<file path="config.mk">
export PLATFORM = sky130hd
export DESIGN_NAME = huffman_tx_scheduler_flat
export DESIGN_NICKNAME = d
export VERILOG_FILES = /design/src/rtl/huffman_tx_scheduler_if.sv /design/src/rtl/huffman_tx_scheduler.sv /design/src/flat_wrapper.sv
export SDC_FILE = /design/constraint.sdc
export NUM_CORES = 1
export LEC_CHECK = 0
export ABC_AREA = 1
export CAP_MARGIN = 40
export CORE_MARGIN = 4
export CORE_UTILIZATION = 45
export CTS_CLUSTER_DIAMETER = 30
export DETAILED_ROUTE_END_ITERATION = 16
export PLACE_DENSITY_LB_ADDON = 0.2
export SYNTH_ARGS = -nofsm -noshare
export SYNTH_HDL_FRONTEND = slang
export SYNTH_SLANG_ARGS = --single-unit
</file>
<file path="constraint.sdc">
create_clock -name clk -period 4.9 [get_ports clk]
set_clock_uncertainty 0.2 [all_clocks]
set_input_delay 1.225 -clock clk [delete_from_list [all_inputs] [get_ports clk]]
set_output_delay 1.225 -clock clk [all_outputs]
set_load 0.01 [all_outputs]
</file>
<file path="src/rtl/huffman_tx_scheduler_if.sv">
// huffman_tx_scheduler_if: symbol input, coder link and byte-stream signals of the scheduler
interface huffman_tx_scheduler_if;
    logic [6:0] sym_in;
    logic       sym_valid;
    logic       sym_ready;
    logic       flush;
    logic [6:0] coder_ascii;
    logic       coder_valid;
    logic [9:0] coder_code;
    logic [3:0] coder_len;
    logic       coder_valid_out;
    logic [7:0] byte_out;
    logic       byte_valid;
    logic       byte_ready;
    logic       busy;
    logic       err;
    modport master (
        input  sym_in, sym_valid, flush, coder_code, coder_len, coder_valid_out, byte_ready,
        output sym_ready, coder_ascii, coder_valid, byte_out, byte_valid, busy, err
    );
    modport slave (
        output sym_in, sym_valid, flush, coder_code, coder_len, coder_valid_out, byte_ready,
        input  sym_ready, coder_ascii, coder_valid, byte_out, byte_valid, busy, err
    );
endinterface

</file>
<file path="src/rtl/huffman_tx_scheduler.sv">
// huffman_tx_scheduler: queues symbols, issues them to the coder one at a time and packs codes MSB-first into bytes
module huffman_tx_scheduler #(
    parameter int FIFO_DEPTH = 4,
    parameter int TIMEOUT    = 15
) (
    input  logic                          clk,
    input  logic                          reset,
    huffman_tx_scheduler_if.master        bus
);
    localparam int AW = $clog2(FIFO_DEPTH);
    localparam int TW = $clog2(TIMEOUT + 1);
    typedef enum logic [1:0] {IDLE, ISSUE, WAIT, EMIT} state_t;
    state_t        r_state, w_state_n;
    logic [6:0]    r_mem [FIFO_DEPTH];
    logic [AW-1:0] r_wp, r_rp;
    logic [AW:0]   r_count;
    logic [17:0]   r_acc, w_acc_n, w_app;
    logic [4:0]    r_cnt, w_cnt_n;
    logic [TW-1:0] r_timer, w_timer_n;
    logic [7:0]    r_bout;
    logic          r_fp, w_fp_n, r_err, w_err_n, r_bvalid;
    logic          w_full, w_push, w_pop, w_len_ok;
    assign w_full          = r_count == (AW+1)'(FIFO_DEPTH);
    assign w_push          = bus.sym_valid & ~w_full;
    assign w_pop           = r_state == ISSUE;
    assign w_len_ok        = bus.coder_len != 4'd0 && bus.coder_len <= 4'd10;
    assign bus.sym_ready   = ~w_full | reset;
    assign bus.coder_valid = w_pop;
    assign bus.coder_ascii = w_pop ? r_mem[r_rp] : 7'd0;
    assign bus.byte_out    = r_bout;
    assign bus.byte_valid  = r_bvalid;
    assign bus.err         = r_err;
    assign bus.busy        = r_state != IDLE || r_count != '0 || r_fp;
    // code MSB lands at acc[17-cnt]; cnt <= 7 here so cnt+len never exceeds 17
    assign w_app = {8'd0, bus.coder_code & ((10'd1 << bus.coder_len) - 10'd1)}
                   << (5'd18 - r_cnt - {1'b0, bus.coder_len});
    always_comb begin
        w_state_n = r_state;
        w_acc_n   = r_acc;
        w_cnt_n   = r_cnt;
        w_timer_n = r_timer;
        w_fp_n    = r_fp | bus.flush;
        w_err_n   = r_err;
        case (r_state)
            IDLE: begin
                if (r_count != '0) begin
                    w_state_n = ISSUE;
                end else if (r_fp) begin
                    w_fp_n = bus.flush;
                    if (r_cnt != 5'd0) begin
                        w_cnt_n   = 5'd8;
                        w_state_n = EMIT;
                    end
                end
            end
            ISSUE: begin
                w_timer_n = '0;
                w_state_n = WAIT;
            end
            WAIT: begin
                if (bus.coder_valid_out) begin
                    w_state_n = w_len_ok ? EMIT : IDLE;
                    w_err_n   = r_err | ~w_len_ok;
                    w_acc_n   = w_len_ok ? (r_acc | w_app) : r_acc;
                    w_cnt_n   = w_len_ok ? (r_cnt + {1'b0, bus.coder_len}) : r_cnt;
                end else if (r_timer == TW'(TIMEOUT - 1)) begin
                    w_err_n   = 1'b1;
                    w_state_n = IDLE;
                end else begin
                    w_timer_n = r_timer + 1'b1;
                end
            end
            EMIT: begin
                if (r_bvalid && bus.byte_ready) begin
                    w_acc_n = r_acc << 8;
                    w_cnt_n = r_cnt - 5'd8;
                end
                if (w_cnt_n < 5'd8) w_state_n = IDLE;
            end
            default: w_state_n = IDLE;
        endcase
    end
    always_ff @(posedge clk) begin
        if (w_push) r_mem[r_wp] <= bus.sym_in;
    end
    always_ff @(posedge clk) begin
        if (reset) begin
            r_state  <= IDLE;
            r_wp     <= '0;
            r_rp     <= '0;
            r_count  <= '0;
            r_acc    <= '0;
            r_cnt    <= '0;
            r_timer  <= '0;
            r_fp     <= 1'b0;
            r_err    <= 1'b0;
            r_bvalid <= 1'b0;
            r_bout   <= '0;
        end else begin
            r_state  <= w_state_n;
            r_wp     <= r_wp + AW'(w_push);
            r_rp     <= r_rp + AW'(w_pop);
            r_count  <= r_count + (AW+1)'(w_push) - (AW+1)'(w_pop);
            r_acc    <= w_acc_n;
            r_cnt    <= w_cnt_n;
            r_timer  <= w_timer_n;
            r_fp     <= w_fp_n;
            r_err    <= w_err_n;
            r_bvalid <= w_state_n == EMIT && w_cnt_n >= 5'd8;
            r_bout   <= w_acc_n[17:10];
        end
    end
endmodule

</file>
<file path="src/flat_wrapper.sv">
// flat-port wrapper written by rule: the top's interface ports become plain ports
module huffman_tx_scheduler_flat 
#(
    parameter int FIFO_DEPTH = 4,
    parameter int TIMEOUT    = 15
)
  (clk, reset, bus_sym_in, bus_sym_valid, bus_flush, bus_coder_code, bus_coder_len, bus_coder_valid_out, bus_byte_ready, bus_sym_ready, bus_coder_ascii, bus_coder_valid, bus_byte_out, bus_byte_valid, bus_busy, bus_err);
  huffman_tx_scheduler_if bus_i ();
  input  logic clk;
  input  logic reset;
  input wire logic [$bits(bus_i.sym_in)-1:0] bus_sym_in;
  input wire logic [$bits(bus_i.sym_valid)-1:0] bus_sym_valid;
  input wire logic [$bits(bus_i.flush)-1:0] bus_flush;
  input wire logic [$bits(bus_i.coder_code)-1:0] bus_coder_code;
  input wire logic [$bits(bus_i.coder_len)-1:0] bus_coder_len;
  input wire logic [$bits(bus_i.coder_valid_out)-1:0] bus_coder_valid_out;
  input wire logic [$bits(bus_i.byte_ready)-1:0] bus_byte_ready;
  output wire logic [$bits(bus_i.sym_ready)-1:0] bus_sym_ready;
  output wire logic [$bits(bus_i.coder_ascii)-1:0] bus_coder_ascii;
  output wire logic [$bits(bus_i.coder_valid)-1:0] bus_coder_valid;
  output wire logic [$bits(bus_i.byte_out)-1:0] bus_byte_out;
  output wire logic [$bits(bus_i.byte_valid)-1:0] bus_byte_valid;
  output wire logic [$bits(bus_i.busy)-1:0] bus_busy;
  output wire logic [$bits(bus_i.err)-1:0] bus_err;
  assign bus_i.sym_in = bus_sym_in;
  assign bus_i.sym_valid = bus_sym_valid;
  assign bus_i.flush = bus_flush;
  assign bus_i.coder_code = bus_coder_code;
  assign bus_i.coder_len = bus_coder_len;
  assign bus_i.coder_valid_out = bus_coder_valid_out;
  assign bus_i.byte_ready = bus_byte_ready;
  assign bus_sym_ready = bus_i.sym_ready;
  assign bus_coder_ascii = bus_i.coder_ascii;
  assign bus_coder_valid = bus_i.coder_valid;
  assign bus_byte_out = bus_i.byte_out;
  assign bus_byte_valid = bus_i.byte_valid;
  assign bus_busy = bus_i.busy;
  assign bus_err = bus_i.err;
  huffman_tx_scheduler #(.FIFO_DEPTH(FIFO_DEPTH), .TIMEOUT(TIMEOUT)) u_core (.clk(clk), .reset(reset), .bus(bus_i));
endmodule
</file>
# ---- Word level (Yosys, flattened, before mapping)
# Memory sizes are Yosys's and may differ from the RTL's. A register that Yosys moved wholly into a read port is not among the register bits.
# Index checks and enable logic that the tools add are counted.
dict set report op_classes {
  n_addsub 10
  mul 0
  div 0
  n_lt_le_gt_ge 3
  n_eq_ne 11
  n_shift 2
  mux 32
  bitwise_logic 8
  n_reduce_logical 16
}
# cell count
set op_table {}
lappend op_table {{$mux 18} 3}
lappend op_table {{$pmux 18 s2} 1}
lappend op_table {{$mux 5} 7}
lappend op_table {{$or 18x18->18} 1}
lappend op_table {{$shl 10x5->18} 1}
lappend op_table {{$mux 2} 8}
lappend op_table {{$pmux 5 s3} 1}
lappend op_table {{$and 10x10->10} 1}
lappend op_table {{$shl 1x4->10 const A} 1}
lappend op_table {{$sub 10x1->10 const B} 1}
lappend op_table {{$mux 4} 2}
lappend op_table {{$pmux 2 s4} 1}
lappend op_table {{$pmux 4 s2} 1}
lappend op_table {{$reduce_bool 2->1} 4}
lappend op_table {{$mux 1} 7}
lappend op_table {{$mux 7} 1}
lappend op_table {{$eq 2x2->1 const B} 3}
lappend op_table {{$ne 2x2->1 const B} 3}
lappend op_table {{$add 5x4->5} 1}
lappend op_table {{$ge 5x4->1 const B} 1}
lappend op_table {{$lt 5x4->1 const B} 1}
lappend op_table {{$reduce_bool 5->1} 1}
lappend op_table {{$sub 5x4->5} 1}
lappend op_table {{$sub 5x4->5 const B} 1}
lappend op_table {{21 further kinds} 29}
dict set report word_totals {
  register_bits 39
  latchBits 0
  ramBits 28
  rom_bits 0
  wordCells 94
  memories 1
}
# name words word_bits rd rd_ports_with_merged_regs write_ports line_no
set mem_list {}
lappend mem_list {u_core.r_mem 4 7 1 1 1 huffman_tx_scheduler.sv:14} ;# logic [6:0] r_mem [FIFO_DEPTH];

# ---- Longest topological paths before layout
# Gate-level depths: netlist (run 1).
dict set report depth {
  ltp_word 8
  mapped_depth 15
  mapped_depth_nobuf 15
}

# ---- Worst setup path after synthesis (run 1)
# OpenSTA, ideal clock, no wires.
dict set report synth_path {
  path_kind {input-to-reg}
  start {input bus_coder_len[1]}
  end {register u_core.r_bout[4] (netlist: u_core.bus.byte_out[4])}
  setup_ns 0.134
  arrival_time_ns 3.245
  required_ns 4.566
  path_slack_ns 1.321
  path_stages 13
  cell_sequence {inv_1 > ha_1 > ha_1 > fa_1 > buf_2 > clkinv_1 > clkbuf_1 > nand3_1 > nand3_1 > nand2_1 > nand2_1 > nand2_1 > a21oi_1}
}
dict set report synth_between {
  elab_chain_cells 8
  elab_cells_between_ends 14
}
# item line_no
set synth_rtl {}
lappend synth_rtl {{from (decl)} flat_wrapper.sv:15} ;# input wire logic [$bits(bus_i.coder_len)-1:0] bus_coder_len;
lappend synth_rtl {{$shl 1x4->10} huffman_tx_scheduler.sv:35} ;# assign w_app = {8'd0, bus.coder_code & ((10'd1 << bus.coder_len) - 10'd1)}
lappend synth_rtl {{$sub 10x1->10} huffman_tx_scheduler.sv:35}
lappend synth_rtl {{$and 10x10->10} huffman_tx_scheduler.sv:35}
lappend synth_rtl {{$shl 10x5->18} huffman_tx_scheduler.sv:35}
lappend synth_rtl {{$or 18x18->18} huffman_tx_scheduler.sv:64} ;# w_acc_n = w_len_ok ? (r_acc | w_app) : r_acc;
lappend synth_rtl {{$mux 18} huffman_tx_scheduler.sv:64}
lappend synth_rtl {{$mux 18} huffman_tx_scheduler.sv:61} ;# if (bus.coder_valid_out) begin
lappend synth_rtl {{$pmux 18 s2} huffman_tx_scheduler.sv:44} ;# case (r_state)
lappend synth_rtl {{to (signal assigned)} huffman_tx_scheduler.sv:110} ;# r_bout <= w_acc_n[17:10];
lappend synth_rtl {{to (decl)} huffman_tx_scheduler.sv:20} ;# logic [7:0] r_bout;
# Parallel ways exist; a longest one is shown, timed or not. The select of a mux whose other input is x is not followed.
# A chain may end at the register's enable or synchronous reset.

# ---- Final worst setup path (run 1)
dict set report layout_path {
  start {input bus_coder_len[2]}
  end {register u_core.r_bout[3] (netlist: u_core.bus.byte_out[3])}
}
# The elaborated chain is that of the path after synthesis.

==> results of run 1 <==
-- flip-flops by register name, indices dropped and copies added (netlist names) --
name / count
u_core.r_fp: 1
u_core.r_mem: 28
u_core.r_state: 2
u_core.bus.byte_out: 8
u_core.r_count: 3
u_core.r_acc: 10
u_core.r_rp: 2
u_core.r_timer: 4
u_core.bus.byte_valid: 1
u_core.r_wp: 2
u_core.r_cnt: 5
u_core.bus.err: 1
-- synthesized netlist by cell type, types with 2 or more instances --
cell type and count:
or2_2 2, o21ai_0 27, nand3_1 62, inv_1 54
dfxtp_1 39, nor3_1 13, nand2_1 111, nor2_4 2
nor2_1 74, clkbuf_1 7, fa_1 3, ha_1 18
a21oi_2 3, clkinv_1 5, buf_4 8, edfxtp_1 28
a21oi_1 43, o21ai_1 2, and3_1 2, nand2_2 2
a31oi_1 2, nand4_1 12, buf_2 3, nand2_4 2
xor2_1 6, xnor2_1 4
-- report_power, final --
group	switching, mW	internal (mW)	leakage, nW	total, mW
Sequential	0.0635	0.647	0.573	0.710
Combinational	0.474	0.296	1.37	0.770
Clock	0.238	0.244	0.0988	0.482
-- area by class of cell --
cell class                      count  area share [%]
Multi-Input combinational cell    398            43.1
Inverter                           61            4.84
Sequential cell                    67            33.9
Timing Repair Buffer               56            11.0
Clock inverter                      7            1.73
Clock buffer                        9            2.59
Tap cell                          108            2.83
-- tightest hold or removal path, cell delays in order, from the launching register on --
cell and delay (ps):
dfxtp_1 300, inv_1 60, a21oi_1 60
-- logic make-up after synthesis --
family | count (synthesis)
AO/OA/AOI/OAI | 83
XOR/XNOR | 10
AND/OR/NAND/NOR | 284
adder cells (fa/ha/maj) | 21
buffers and inverters | 81
flip-flops | 67
-- through the flow --
| stage | std cells | util, % |
|---|---|---|
| after floorplan | 546 | - |
| after global placement | 686 | 52.2 |
| after detailed placement | 690 | 52.4 |
| after CTS | 706 | 54.8 |
| after global routing | 706 | 54.8 |
| final | 706 | 54.8 |
-- per-layer routing --
layer	GRT usage, %	wire [um]	vias up
li1	-	-	1904
met1	23.9	4420	1695
met2	34.4	4820	59
met3	3.86	382	4
met4	5.15	50	0
met5	0	0	-
-- worst min-delay path by stage --
stage / start / slack (ps) / end / depth (start not counted)
final: u_core.r_acc[2]$_SDFFE_PP0P_ / 260 / u_core.r_acc[2]$_SDFFE_PP0P_ / 2
after global routing: u_core.r_acc[7]$_SDFFE_PP0P_ / 280 / u_core.r_acc[7]$_SDFFE_PP0P_ / 2
after CTS: u_core.r_acc[2]$_SDFFE_PP0P_ / 260 / u_core.r_acc[2]$_SDFFE_PP0P_ / 2
after detailed placement: u_core.r_acc[2]$_SDFFE_PP0P_ / 250 / u_core.r_acc[2]$_SDFFE_PP0P_ / 2
after global placement: u_core.r_acc[2]$_SDFFE_PP0P_ / 250 / u_core.r_acc[2]$_SDFFE_PP0P_ / 2
after floorplan: u_core.r_acc[0]$_SDFFE_PP0P_ / 240 / u_core.r_acc[0]$_SDFFE_PP0P_ / 2
==> flow_summary_export.csv, run 1 <==
group,metric,value,unit
status,status,"completed",
yosys,synth_fp_nets,594,
die,chipHeight,103,um
setup_path,worst-path-buf-inv,4,
setup_path,crit_required,4920,ps
global_routing,grt_max_degree,22,
cts,cts-resized-gates,0,
yosys,synth-edff-count,28,
yosys,synthCells,546,
setup_path,reg2reg_slack,1860,ps
yosys,syn-cell-area,0.00403,mm2
setup_path,critPathLaunch,"bus_coder_len[2]",
drt,drc_errors,0,
setup_path,crit_fanout,8,
placed_design,place_worst_setup_slack,539,ps
timing,period_minus_slack,4030,ps
setup_path,worstPathCellList,"clkdlybuf4s50_1 > ha_1 > inv_1 > fa_1 > xnor2_1 > inv_1 > nand2_1 > clkinv_1 > nand3_1 > nand3_1 > o21ai_1 > a21oi_1",
cts,cts_buffers,9,
setup_path,crit_slowest_cell,"clkdlybuf4s50_1",
yosys,yosysSeqAreaShare,40.2,%
cts,cts_max_level,3,
timing,setup_tns,0,ps
timing,setup_viol,0,
setup_path,rr_endpoint,"u_core.bus.byte_out[3]$_SDFFE_PP0P_",
pwr,power,1.96,mW
die,die_w,103,um
global_routing,grt_pass1_vias,3572,
timing,worst_slew_pin_slew,581,ps
yosys,ys_async_sr_fraction,0,%
setup_path,critPathMaxStageDelay,540,ps
die,rows,34,
final_layout,layout_common_cells,"nand2_1 (111), nor2_1 (74), nand3_1 (62), inv_1 (54), clkdlybuf4s50_1 (46)",
final_layout,final_common_cell,"nand2_1",
setup_path,crit_family,"buffers and inverters",
die,num_io_pins,47,
placed_design,gp_congestion,0.913,
yosys,synth_warnings,0,
setup_path,path_depth,12,
timing,max_freq,248,MHz
setup_path,critPathCaptureType,"flop",
global_routing,antenna_found_initial,0,
cts,ctsHoldBuffers,0,
yosys,ys.flop_type,"dfxtp_1",
yosys,netlist.area_leader.share,20.9,%
final_layout,area_growth,18.6,%
yosys,synthSimpleGateAreaFrac,30.8,%
timing,finalHoldViolations,0,
setup_path,reg2reg_from,"u_core.r_cnt[1]$_SDFF_PP0_",
drt,dr.pass1.iters,4,
timing,max_slew_margin,61.2,%
yosys,ys_ff_latch,67,
worst_hold_path,hold_path_class,"flop to flop",
cts,clk_latency,340,ps
setup_path,cp-start-kind,"input port",
final_layout,drive_above_1_share,6.86,%
yosys,synth_compound_area_share,11.1,%
drt,ant_nets,0,
pwr,powerDensity,410,mW/mm2
die,dieArea,0.0105,mm2
yosys,synth_xor_area_share,2.17,%
run,drv_cap,0,
yosys,yosysTopAreaCell,"edfxtp_1",
timing,rsz0062_at_grt,"no",
global_routing,grt_use_total,19.4,%
final_layout,seq_area,0.00162,mm2
pwr,p_leak,2.04,nW
drt,vias,3662,
die,fp.coreArea,0.00872,mm2
setup_path,crit_arrival,4060,ps
final_layout,n_antenna_cell,0,
placed_design,portBuffers,46,
final_layout,nFillCells,864,
drt,post_drt_wl_per_cell,13.7,um
yosys,yosys.area_share.adder,7.08,%
placed_design,dp_hpwl,7450,um
setup_path,reg2reg_depth,12,
cts,cts_sinks,67,
cts,cts_tree,"yes",
cts,clk_pin_slew_worst_paths,80,ps
yosys,synth_top_family_by_area,"simple AND/OR/NAND/NOR gates",
drt,via_per_inst,5.19,
yosys,synth.avg_cell_area,7.38,um2
setup_path,cp-endpoint,"u_core.bus.byte_out[3]$_SDFFE_PP0P_",
pwr,vdd_drop_max,0.170,mV
drt,wl,9670,um
final_layout,final_area,0.00478,mm2
cts,max-clock-path-buffers,2,
yosys,muxShareOfSynthArea,0,%
yosys,yosys.cell_types.count,38,
yosys,synthTopCellsByArea,"edfxtp_1 (21%), dfxtp_1 (19%), nand2_1 (10%)",
cts,post_cts_buffers,0,
placed_design,placed_cell_area,0.00457,mm2
setup_path,worstSetupPathType,"input port to flop",
final_layout,multi_input_area,0.00206,mm2
timing,fin_crit_sh,82.3,%
global_routing,grt_pass1_wl,16200,um
final_layout,final_nets,641,
timing,drv_slew,0,
cts,cts-root-buf,"clkbuf_8",
die,initial_core_util,46.2,%
global_routing,grt_overflow,0,
timing,setup_ws,867,ps
drt,drt_iter0_drc,178,
timing,fin_hold_ws,259,ps
No activity file was read; power rests on OpenSTA's default activity.
==> run 2: changes to the inputs <==
Clock period 4.9 ns to 4.05 ns, I/O delays scaled along.
==> run 2 against run 1 <==
Global-route usage grew 0.88 points. Worst hold slack lost 1.2 ps. Sequential share of layout area shrank 0.80 points. Final cell count grew 1.4%.
==> flow_summary_export.csv, run 2 (synthesis gave the netlist of run 1 again) <==
group,metric,value,unit
drt,dr.pass1.iters,5,
drt,post_drt_wl_per_cell,14.0,um
global_routing,grt_use_total,20.2,%
cts,post_cts_buffers,0,
pwr,powerDensity,504,mW/mm2
drt,ant_nets,0,
pwr,p_leak,2.11,nW
timing,period_minus_slack,3640,ps
timing,max_slew_margin,61.1,%
placed_design,place_worst_setup_slack,72.1,ps
final_layout,drive_above_1_share,8.39,%
placed_design,portBuffers,46,
final_layout,largest_reg_flops,28,
timing,setup_tns,0,ps
setup_path,critPathCaptureType,"flop",
timing,setup_viol,0,
timing,max_freq,275,MHz
timing,finalHoldViolations,0,
setup_path,critPathMaxStageDelay,480,ps
drt,drt_iter0_drc,166,
setup_path,worstPathCellList,"clkdlybuf4s50_1 > inv_1 > ha_1 > ha_1 > fa_1 > xnor2_1 > inv_1 > nand2_1 > clkinv_1 > nand3_1 > nand3_1 > o21ai_1 > a21oi_1",
placed_design,gp_congestion,0.958,
global_routing,antenna_found_initial,0,
setup_path,crit_required,4080,ps
die,dieArea,0.0105,mm2
final_layout,max_flop_register,"u_core.r_mem",
pwr,vdd_drop_max,0.186,mV
die,fp.coreArea,0.00872,mm2
cts,clk_latency,330,ps
setup_path,cp-start-kind,"input port",
final_layout,final_nets,651,
worst_hold_path,hold_path_class,"flop to flop",
timing,fin_hold_ws,258,ps
die,rows,34,
drt,drc_errors,0,
final_layout,final_common_cell,"nand2_1",
timing,rsz0062_at_grt,"no",
final_layout,area_growth,21.5,%
timing,worst_slew_pin_slew,583,ps
cts,clk_pin_slew_worst_paths,80,ps
die,die_w,103,um
global_routing,grt_pass1_vias,3594,
drt,via_per_inst,5.24,
cts,cts_max_level,3,
setup_path,crit_arrival,3670,ps
placed_design,dp_hpwl,7750,um
setup_path,crit_fanout,8,
cts,ctsHoldBuffers,0,
drt,wl,10000,um
timing,drv_slew,0,
setup_path,crit_slowest_cell,"clkdlybuf4s50_1",
cts,max-clock-path-buffers,2,
final_layout,n_antenna_cell,0,
setup_path,worstSetupPathType,"input port to flop",
setup_path,crit_family,"adder cells",
final_layout,layout_common_cells,"nand2_1 (111), nor2_1 (74), nand3_1 (62), inv_1 (54), clkdlybuf4s50_1 (46)",
global_routing,grt_pass1_wl,16900,um
status,status,"completed",
die,initial_core_util,46.2,%
global_routing,grt_overflow,0,
setup_path,worst-path-buf-inv,4,
cts,cts-resized-gates,0,
cts,cts_sinks,67,
timing,fin_crit_sh,89.8,%
timing,setup_ws,414,ps
pwr,power,2.47,mW
drt,vias,3754,
cts,cts_buffers,9,
global_routing,grt_max_degree,22,
die,chipHeight,103,um
cts,cts_tree,"yes",
cts,cts-root-buf,"clkbuf_8",
run,drv_cap,0,
die,num_io_pins,47,
==> run 2: worst paths after layout <==
check	startpoint	endpoint	slack (ps)	cells past startpoint
worst max register to register	u_core.r_cnt[1]$_SDFF_PP0_	u_core.bus.byte_out[3]$_SDFFE_PP0P_	1130	12
worst max-delay path	bus_coder_len[1]	u_core.bus.byte_out[3]$_SDFFE_PP0P_	410	13
worst min-delay path	u_core.r_acc[2]$_SDFFE_PP0P_	u_core.r_acc[2]$_SDFFE_PP0P_	260	2
worst min register to register	u_core.r_acc[2]$_SDFFE_PP0P_	u_core.r_acc[2]$_SDFFE_PP0P_	260	2
==> run 2: routing by layer <==
metal	global-route usage (%)	share of wire (%)
met5	0	0
met4	4.94	1.2
met3	4.67	5.2
met2	34.8	48
met1	25.8	45
==> run 2: power breakdown <==
group	internal, mW	switching [mW]
clock	0.351	0.272
combinational	0.389	0.594
sequential	0.782	0.0785
total	1.52	0.945
==> run 2: tightest hold or removal path: cells and delay by family, from the launching register on <==
family | cells | cell delay (ps)
flops | 1 | 300
buf+inv | 1 | 60
compound gates | 1 | 60
==> run 2: stage by stage <==
step,cells,cell area (um2),utilization (%)
finish,716,4890,56.1
global route,716,4890,56.1
CTS,716,4890,56.1
detailed placement,700,4670,53.6
global placement,700,4670,53.6
floorplan,546,4030,-
==> run 2: layout make-up <==
cell class              instances  area, um2
multi-input cells             398       2060
fillers                       826       3830
flip-flops and latches         67       1620
clock inverters                 7        100
inverters                      61        231
well taps                     108        135
clock buffers                   9        124
repair buffers                 66        623
